<file path="src/rtl/alarm_sequencer_if.sv">
// Signal bundle between the clock counter / buttons and the alarm sequencer.
// master drives time, alarm digits and controls; slave returns buzzer and status.
interface alarm_sequencer_if;
  logic       ALARM_ON;
  logic       SET_ALARM;
  logic       SNOOZE;
  logic       DISMISS;
  logic [3:0] HOUR_TEN;
  logic [3:0] HOUR_ONE;
  logic [3:0] MIN_TEN;
  logic [3:0] MIN_ONE;
  logic [3:0] SEC_TEN;
  logic [3:0] SEC_ONE;
  logic [3:0] A_HOUR_TEN;
  logic [3:0] A_HOUR_ONE;
  logic [3:0] A_MIN_TEN;
  logic [3:0] A_MIN_ONE;
  logic       BUZZER;
  logic [1:0] ALARM_STATE;
  logic [1:0] SNOOZE_CNT;

  modport master (
    output ALARM_ON, SET_ALARM, SNOOZE, DISMISS,
    output HOUR_TEN, HOUR_ONE, MIN_TEN, MIN_ONE, SEC_TEN, SEC_ONE,
    output A_HOUR_TEN, A_HOUR_ONE, A_MIN_TEN, A_MIN_ONE,
    input  BUZZER, ALARM_STATE, SNOOZE_CNT
  );

  modport slave (
    input  ALARM_ON, SET_ALARM, SNOOZE, DISMISS,
    input  HOUR_TEN, HOUR_ONE, MIN_TEN, MIN_ONE, SEC_TEN, SEC_ONE,
    input  A_HOUR_TEN, A_HOUR_ONE, A_MIN_TEN, A_MIN_ONE,
    output BUZZER, ALARM_STATE, SNOOZE_CNT
  );
endinterface

</file>
<file path="src/rtl/alarm_sequencer.sv">
// Alarm ring / snooze / dismiss sequencer with pulsed buzzer drive.
// Optional hourly chime is built only when HOURLY_CHIME_EN is defined.
//
// state   | meaning
// OFF     | alarm switch off, buzzer silent
// ARMED   | waiting for the alarm minute boundary
// RINGING | buzzer pulsing, ring timeout running
// SNOOZE  | silent, snooze timer running toward re-ring
module alarm_sequencer #(
  parameter int CLK_HZ     = 50000000,
  parameter int BEEP_HALF  = 12500000,
  parameter int RING_SEC   = 60,
  parameter int SNOOZE_SEC = 300,
  parameter int MAX_SNOOZE = 3,
  parameter int CHIME_CYC  = 5000000
) (
  input  logic              CLOCK_50,
  input  logic              RESET,
  alarm_sequencer_if.slave  bus
);

  localparam int PRE_W  = (CLK_HZ > 1) ? $clog2(CLK_HZ) : 1;
  localparam int BEEP_W = (2 * BEEP_HALF > 1) ? $clog2(2 * BEEP_HALF) : 1;
  localparam int RING_W = (RING_SEC > 1) ? $clog2(RING_SEC) : 1;
  localparam int SNZ_W  = (SNOOZE_SEC > 1) ? $clog2(SNOOZE_SEC) : 1;

  localparam logic [PRE_W-1:0]  PRE_LAST  = PRE_W'(CLK_HZ - 1);
  localparam logic [BEEP_W-1:0] BEEP_LAST = BEEP_W'(2 * BEEP_HALF - 1);
  localparam logic [BEEP_W-1:0] BEEP_ON   = BEEP_W'(BEEP_HALF);
  localparam logic [RING_W-1:0] RING_LAST = RING_W'(RING_SEC - 1);
  localparam logic [SNZ_W-1:0]  SNZ_LAST  = SNZ_W'(SNOOZE_SEC - 1);
  localparam logic [1:0]        SNZ_MAX   = 2'(MAX_SNOOZE);

  localparam logic [1:0] ST_OFF     = 2'd0;
  localparam logic [1:0] ST_ARMED   = 2'd1;
  localparam logic [1:0] ST_RINGING = 2'd2;
  localparam logic [1:0] ST_SNOOZE  = 2'd3;

  logic [PRE_W-1:0]  presc_q, presc_d;
  logic              match_hist_q, match_hist_d;
  logic [1:0]        state_q, state_d;
  logic [1:0]        snooze_cnt_q, snooze_cnt_d;
  logic [RING_W-1:0] ring_q, ring_d;
  logic [SNZ_W-1:0]  snz_q, snz_d;
  logic [BEEP_W-1:0] beep_q, beep_d;
  logic              buzzer_q, buzzer_d;
  logic              tick, match, trigger, ring_buzz;

  always_comb begin
    tick    = (presc_q == PRE_LAST);
    presc_d = tick ? '0 : presc_q + PRE_W'(1);
    match   = ({bus.HOUR_TEN, bus.HOUR_ONE, bus.MIN_TEN, bus.MIN_ONE} ==
                {bus.A_HOUR_TEN, bus.A_HOUR_ONE, bus.A_MIN_TEN, bus.A_MIN_ONE}) &&
              (bus.SEC_TEN == 4'd0) && (bus.SEC_ONE == 4'd0);
    match_hist_d = match;
    trigger = match && !match_hist_q && bus.ALARM_ON && !bus.SET_ALARM;
  end

  // Ring and snooze timers count down to zero; the tick at zero ends the phase.
  always_comb begin
    state_d      = state_q;
    snooze_cnt_d = snooze_cnt_q;
    ring_d       = ring_q;
    snz_d        = snz_q;
    beep_d       = (beep_q == BEEP_LAST) ? '0 : beep_q + BEEP_W'(1);
    if (!bus.ALARM_ON) begin
      state_d = ST_OFF;
    end else begin
      case (state_q)
        ST_OFF: state_d = ST_ARMED;
        ST_ARMED: begin
          if (trigger) begin
            state_d      = ST_RINGING;
            snooze_cnt_d = 2'd0;
            ring_d       = RING_LAST;
            beep_d       = '0;
          end
        end
        ST_RINGING: begin
          if (bus.SET_ALARM || bus.DISMISS) begin
            state_d = ST_ARMED;
          end else if (bus.SNOOZE) begin
            if (snooze_cnt_q < SNZ_MAX) begin
              state_d      = ST_SNOOZE;
              snooze_cnt_d = snooze_cnt_q + 2'd1;
              snz_d        = SNZ_LAST;
            end else begin
              state_d = ST_ARMED;
            end
          end else if (tick) begin
            if (ring_q == '0) state_d = ST_ARMED;
            else ring_d = ring_q - RING_W'(1);
          end
        end
        default: begin
          if (bus.SET_ALARM || bus.DISMISS) begin
            state_d = ST_ARMED;
          end else if (tick) begin
            if (snz_q == '0) begin
              state_d = ST_RINGING;
              ring_d  = RING_LAST;
              beep_d  = '0;
            end else begin
              snz_d = snz_q - SNZ_W'(1);
            end
          end
        end
      endcase
    end
    ring_buzz = (state_d == ST_RINGING) && (beep_d < BEEP_ON);
  end

`ifdef HOURLY_CHIME_EN
  localparam int CHIME_W = $clog2(CHIME_CYC + 1);

  logic               hour_hist_q, hour_hist_d;
  logic [CHIME_W-1:0] chime_q, chime_d;
  logic               top_of_hour;

  always_comb begin
    top_of_hour = (bus.MIN_TEN == 4'd0) && (bus.MIN_ONE == 4'd0) &&
                  (bus.SEC_TEN == 4'd0) && (bus.SEC_ONE == 4'd0);
    hour_hist_d = top_of_hour;
    chime_d     = (chime_q != '0) ? chime_q - CHIME_W'(1) : '0;
    if (bus.SET_ALARM || (state_d == ST_RINGING) ||
        !((state_q == ST_OFF) || (state_q == ST_ARMED))) begin
      chime_d = '0;
    end else if (top_of_hour && !hour_hist_q) begin
      chime_d = CHIME_W'(CHIME_CYC);
    end
    buzzer_d = ring_buzz || (chime_d != '0);
  end

  always_ff @(posedge CLOCK_50) begin
    if (RESET) begin
      hour_hist_q <= 1'b1;
      chime_q     <= '0;
    end else begin
      hour_hist_q <= hour_hist_d;
      chime_q     <= chime_d;
    end
  end
`else
  always_comb buzzer_d = ring_buzz;
`endif

  always_ff @(posedge CLOCK_50) begin
    if (RESET) begin
      presc_q      <= '0;
      match_hist_q <= 1'b1;
      state_q      <= ST_OFF;
      snooze_cnt_q <= 2'd0;
      ring_q       <= '0;
      snz_q        <= '0;
      beep_q       <= '0;
      buzzer_q     <= 1'b0;
    end else begin
      presc_q      <= presc_d;
      match_hist_q <= match_hist_d;
      state_q      <= state_d;
      snooze_cnt_q <= snooze_cnt_d;
      ring_q       <= ring_d;
      snz_q        <= snz_d;
      beep_q       <= beep_d;
      buzzer_q     <= buzzer_d;
    end
  end

  assign bus.BUZZER      = buzzer_q;
  assign bus.ALARM_STATE = state_q;
  assign bus.SNOOZE_CNT  = snooze_cnt_q;

endmodule

</file>
<file path="src/flat_wrapper.sv">
// flat-port wrapper written by rule: the top's interface ports become plain ports
module alarm_sequencer_flat 
#(
  parameter int CLK_HZ     = 50000000,
  parameter int BEEP_HALF  = 12500000,
  parameter int RING_SEC   = 60,
  parameter int SNOOZE_SEC = 300,
  parameter int MAX_SNOOZE = 3,
  parameter int CHIME_CYC  = 5000000
)
  (CLOCK_50, RESET, bus_ALARM_ON, bus_SET_ALARM, bus_SNOOZE, bus_DISMISS, bus_HOUR_TEN, bus_HOUR_ONE, bus_MIN_TEN, bus_MIN_ONE, bus_SEC_TEN, bus_SEC_ONE, bus_A_HOUR_TEN, bus_A_HOUR_ONE, bus_A_MIN_TEN, bus_A_MIN_ONE, bus_BUZZER, bus_ALARM_STATE, bus_SNOOZE_CNT);
  alarm_sequencer_if bus_i ();
  input  logic CLOCK_50;
  input  logic RESET;
  input wire logic [$bits(bus_i.ALARM_ON)-1:0] bus_ALARM_ON;
  input wire logic [$bits(bus_i.SET_ALARM)-1:0] bus_SET_ALARM;
  input wire logic [$bits(bus_i.SNOOZE)-1:0] bus_SNOOZE;
  input wire logic [$bits(bus_i.DISMISS)-1:0] bus_DISMISS;
  input wire logic [$bits(bus_i.HOUR_TEN)-1:0] bus_HOUR_TEN;
  input wire logic [$bits(bus_i.HOUR_ONE)-1:0] bus_HOUR_ONE;
  input wire logic [$bits(bus_i.MIN_TEN)-1:0] bus_MIN_TEN;
  input wire logic [$bits(bus_i.MIN_ONE)-1:0] bus_MIN_ONE;
  input wire logic [$bits(bus_i.SEC_TEN)-1:0] bus_SEC_TEN;
  input wire logic [$bits(bus_i.SEC_ONE)-1:0] bus_SEC_ONE;
  input wire logic [$bits(bus_i.A_HOUR_TEN)-1:0] bus_A_HOUR_TEN;
  input wire logic [$bits(bus_i.A_HOUR_ONE)-1:0] bus_A_HOUR_ONE;
  input wire logic [$bits(bus_i.A_MIN_TEN)-1:0] bus_A_MIN_TEN;
  input wire logic [$bits(bus_i.A_MIN_ONE)-1:0] bus_A_MIN_ONE;
  output wire logic [$bits(bus_i.BUZZER)-1:0] bus_BUZZER;
  output wire logic [$bits(bus_i.ALARM_STATE)-1:0] bus_ALARM_STATE;
  output wire logic [$bits(bus_i.SNOOZE_CNT)-1:0] bus_SNOOZE_CNT;
  assign bus_i.ALARM_ON = bus_ALARM_ON;
  assign bus_i.SET_ALARM = bus_SET_ALARM;
  assign bus_i.SNOOZE = bus_SNOOZE;
  assign bus_i.DISMISS = bus_DISMISS;
  assign bus_i.HOUR_TEN = bus_HOUR_TEN;
  assign bus_i.HOUR_ONE = bus_HOUR_ONE;
  assign bus_i.MIN_TEN = bus_MIN_TEN;
  assign bus_i.MIN_ONE = bus_MIN_ONE;
  assign bus_i.SEC_TEN = bus_SEC_TEN;
  assign bus_i.SEC_ONE = bus_SEC_ONE;
  assign bus_i.A_HOUR_TEN = bus_A_HOUR_TEN;
  assign bus_i.A_HOUR_ONE = bus_A_HOUR_ONE;
  assign bus_i.A_MIN_TEN = bus_A_MIN_TEN;
  assign bus_i.A_MIN_ONE = bus_A_MIN_ONE;
  assign bus_BUZZER = bus_i.BUZZER;
  assign bus_ALARM_STATE = bus_i.ALARM_STATE;
  assign bus_SNOOZE_CNT = bus_i.SNOOZE_CNT;
  alarm_sequencer #(.CLK_HZ(CLK_HZ), .BEEP_HALF(BEEP_HALF), .RING_SEC(RING_SEC), .SNOOZE_SEC(SNOOZE_SEC), .MAX_SNOOZE(MAX_SNOOZE), .CHIME_CYC(CHIME_CYC)) u_core (.CLOCK_50(CLOCK_50), .RESET(RESET), .bus(bus_i));
endmodule
</file>
<file path="config.mk">
export PLATFORM = sky130hd
export DESIGN_NAME = alarm_sequencer_flat
export DESIGN_NICKNAME = d
export VERILOG_FILES = /design/src/rtl/alarm_sequencer_if.sv /design/src/rtl/alarm_sequencer.sv /design/src/flat_wrapper.sv
export SDC_FILE = /design/constraint.sdc
export NUM_CORES = 1
export LEC_CHECK = 0
export ABC_AREA = 1
export CAP_MARGIN = 30
export CORE_UTILIZATION = 51
export DETAILED_ROUTE_END_ITERATION = 7
export GPL_ROUTABILITY_DRIVEN = 0
export PLACE_DENSITY_LB_ADDON = 0.1
export REMOVE_ABC_BUFFERS = 1
export SYNTH_ARGS = -nofsm -noshare
export SYNTH_HDL_FRONTEND = slang
export SYNTH_SLANG_ARGS = --single-unit
</file>
<file path="constraint.sdc">
create_clock -name CLOCK_50 -period 2 [get_ports CLOCK_50]
set_input_delay 0.6 -clock CLOCK_50 [delete_from_list [all_inputs] [get_ports CLOCK_50]]
set_output_delay 0.6 -clock CLOCK_50 [all_outputs]
set_load 0.02 [all_outputs]
</file>
==> run_results.csv <==
group,metric,value,unit
clock_network,clock_sinks,72,
synthesis,synthAdderAreaFrac,2.54,%
floorplan,fp.coreArea,8300,sq um
detailed_routing,vias,4749,
power_and_ir_drop,p_seq_share,49.5,%
timing,timing_hold_violations_final,0,
run,cap_viol_max_count,0,
grt,grtUsageTotal,25.7,%
detailed_routing,first_pass_iters,5,
setup_path,cp_cell_sequence,"ha_4, nand2_2, inv_2, nand2_4, nor2_4, nand3_2, nor2_4, nand4_1, nor2_2, nand2_2, nor3_4, nand2_4, o21ai_2, nand2_1, nor2_1",
setup_path,cp-endpoint,"u_core.presc_q[24]",
placed_design,dp.final_hpwl,8.68,mm
final_layout,multi_input_area,2930,sq um
timing,setup_violations,2,
detailed_routing,wire_per_inst,13.0,um
synthesis,synth-compound-area-share,7.73,%
synthesis,synth.avg_cell_area,6.49,sq um
setup_path,path_max_fanout,4,
synthesis,synth_commonest_cells,"nand2_1 (158), nor2_1 (109), inv_1 (103)",
final_layout,fillers,649,
synthesis,synth_area,4430,sq um
placed_design,pre_cts_slack,-544,ps
floorplan,ios,51,
synthesis,synth_edf_count,0,
synthesis,synthArstFlopShare,0,%
detailed_routing,via_per_inst,5.12,
clock_network,cts_tree,"built",
power_and_ir_drop,power,2.96,mW
power_and_ir_drop,netSwitchingFraction,25.2,%
setup_path,rrSetupSlack,-60,ps
floorplan,start_util,53.4,%
power_and_ir_drop,p_switching,0.747,mW
floorplan,die_area,9070,sq um
power_and_ir_drop,leakagePower,2.90,nW
placed_design,place_area,5490,sq um
floorplan,die_h,95.2,um
setup_path,cp-end-kind,"register",
final_layout,diodes,0,
final_layout,final_design_area_no_fill,6250,sq um
synthesis,synth_top_area_share,32.5,%
synthesis,netlist_instances,683,
timing,finalCriticalPeriod,2060,ps
status,violations,"setup timing",
synthesis,ys_types,45,
detailed_routing,totalWireLength,12.1,mm
timing,report.final.slew_viol_count,0,
grt,gr-total-overflow,0,
final_layout,instances_no_fill,927,
timing,rsz0062_at_grt,"yes",
detailed_routing,first_iter_violations,198,
final_layout,syn2layout_area_growth,41.0,%
timing,fmax,0.486,GHz
synthesis,synth-xor-area-share,4.71,%
clock_network,clock_latency,360,ps
placed_design,dp.cells,889,
timing,worstMarginPinSlew,344,ps
clock_network,clockBufferDepth,2,
power_and_ir_drop,combPwrFrac,10.3,%
setup_path,worstReg2RegEnd,"u_core.presc_q[24]",
grt,grt_pass1_vias,4365,
synthesis,yosysTopAreaCell,"dfxtp_1",
setup_path,startpoint_type,"register",
synthesis,synth.area.top_cells,"dfxtp_1 (33%), nand2_1 (13%), nor2_1 (9.2%)",
timing,fin_setup_tns,-96.3,ps
synthesis,synthMuxAreaShare,0,%
min_path,min_path_type,"register to register",
setup_path,cp.arrival,2350,ps
synthesis,ys_seq_area_share,32.5,%
floorplan,row_count,33,
status,status,"finished, violations left",
timing,fin_crit_sh,103,%
setup_path,r2r_start,"u_core.presc_q[1]",
synthesis,yosys.area_share.simple,42.3,%
synthesis,synth_ff_type,"dfxtp_1",
clock_network,cts_root_buf,"clkbuf_8",
grt,antenna_found_initial,0,
power_and_ir_drop,peakVddDrop,311,uV
power_and_ir_drop,p_per_area,474,nW/um^2
clock_network,path_clk_slew,80,ps
power_and_ir_drop,clockPowerShare,40.2,%
detailed_routing,ant_nets,0,
grt,grt_max_degree,20,
clock_network,htreeDepth,3,
detailed_routing,drc_errors,0,
final_layout,nNetsFinal,872,
synthesis,synth_warnings,0,
placed_design,numPortBuffers,50,
setup_path,worstPathRequired,2300,ps
setup_path,crit_start,"u_core.presc_q[1]",
clock_network,hold_buffers,0,
final_layout,drive_above_1_share,26.4,%
setup_path,cpMaxStageDelayCell,"dfxtp_4",
clock_network,cts-buffers-inserted,9,
synthesis,synth_top_family_by_area,"simple AND/OR/NAND/NOR gates",
setup_path,path_class,"register to register",
timing,relSlewSlack,77.0,%
floorplan,die_x,95.2,um
synthesis,ys_ff_latch,72,
power_and_ir_drop,p_int,2.22,mW
timing,setup_ws,-57.2,ps
setup_path,reg2regPathDepth,15,
final_layout,seqCellArea,1460,sq um
grt,grt_pass1_wl,18.4,mm
synthesis,yosysMostFrequentCell,"nand2_1",
timing,finClkSkew,10.5,ps
setup_path,critPathMaxStageDelay,370,ps
[stage by stage]
| step | utilization, % | hold WS (ps) |
|---|---|---|
| finish | 75.3 | 451 |
| global route | 75.3 | 468 |
| CTS | 69.9 | 457 |
| detailed placement | 66.1 | 442 |
| global placement | 66.1 | 429 |
| floorplan | - | 418 |
[cell usage in the layout (no fill, tap or decap), types with 15 or more instances in the layout]
cell type      instances
nand2_1              145
inv_1                 97
nor2_1                95
buf_4                 75
dfxtp_1               62
nand3_1               36
dlygate4sd2_1         36
a21oi_1               24
nor3_1                16
nand2_2               15
[power groups by stage]
| stage | registers, mW | logic, mW | clock network (mW) |
|---|---|---|---|
| floorplan | 1.49 | 0.117 | 0 |
| global placement | 1.49 | 0.289 | 0 |
| detailed placement | 1.49 | 0.297 | 0 |
| CTS | 1.46 | 0.279 | 1.21 |
| global route | 1.47 | 0.336 | 1.29 |
| finish | 1.47 | 0.306 | 1.19 |
[area by class of cell]
cell class              count  share of cell area (%)
clock inverters             6                    1.08
inverters                 112                    6.84
well taps                 105                    2.10
multi-input cells         493                    46.9
flip-flops and latches     72                    23.3
repair buffers            129                    17.6
clock buffers              10                    2.20
[registers in the layout, indices dropped and copies added (netlist names)]
signal	count
u_core.match_hist_q	1
u_core.bus.BUZZER	1
u_core.presc_q	26
u_core.bus.ALARM_STATE	2
u_core.snz_q	9
u_core.ring_q	6
u_core.bus.SNOOZE_CNT	2
u_core.beep_q	25
[per-layer routing]
| metal | wire [um] | share of wire (%) | vias up | GRT usage (%) |
|---|---|---|---|---|
| li1 | - | - | 2434 | - |
| met1 | 5040 | 42 | 2133 | 30.8 |
| met2 | 5960 | 49 | 153 | 46.0 |
| met3 | 801 | 6.6 | 29 | 4.15 |
| met4 | 257 | 2.1 | 0 | 9.34 |
| met5 | 0 | 0 | - | 0 |
[kinds of logic (layout without fill, tap and decap cells)]
logic type,after synthesis,after routing
adder cells (fa/ha/maj),9,9
XOR/XNOR,23,23
flip-flops,72,72
AO/OA/AOI/OAI,62,62
buffers and inverters,118,257
AND/OR/NAND/NOR,399,399
[repair_timing]
item                                    CTS  global route
endpoints found under the setup margin   41            48
resized for setup                        70            97
setup buffers                             9            13
pin swaps                                37            45
[how the worst min path moves through the flow]
stage / startpoint / end / slack [ps] / depth (start not counted)
after floorplan: u_core.beep_q[0] / u_core.beep_q[0] / 420 / 1
after global placement: u_core.beep_q[0] / u_core.beep_q[0] / 430 / 1
after detailed placement: u_core.beep_q[0] / u_core.beep_q[0] / 440 / 1
after CTS: u_core.beep_q[0] / u_core.beep_q[0] / 460 / 1
after global routing: u_core.beep_q[0] / u_core.beep_q[0] / 470 / 1
final: u_core.beep_q[0] / u_core.beep_q[0] / 450 / 1
[critical path: cells and delay by family (launching register included)]
kind,cells,cell delay (ps)
fa+ha+maj,1,130
buf+inv,1,80
compound gates,1,130
simple gates,12,1280
flops,1,370
No activity file was read; power rests on OpenSTA's default activity.
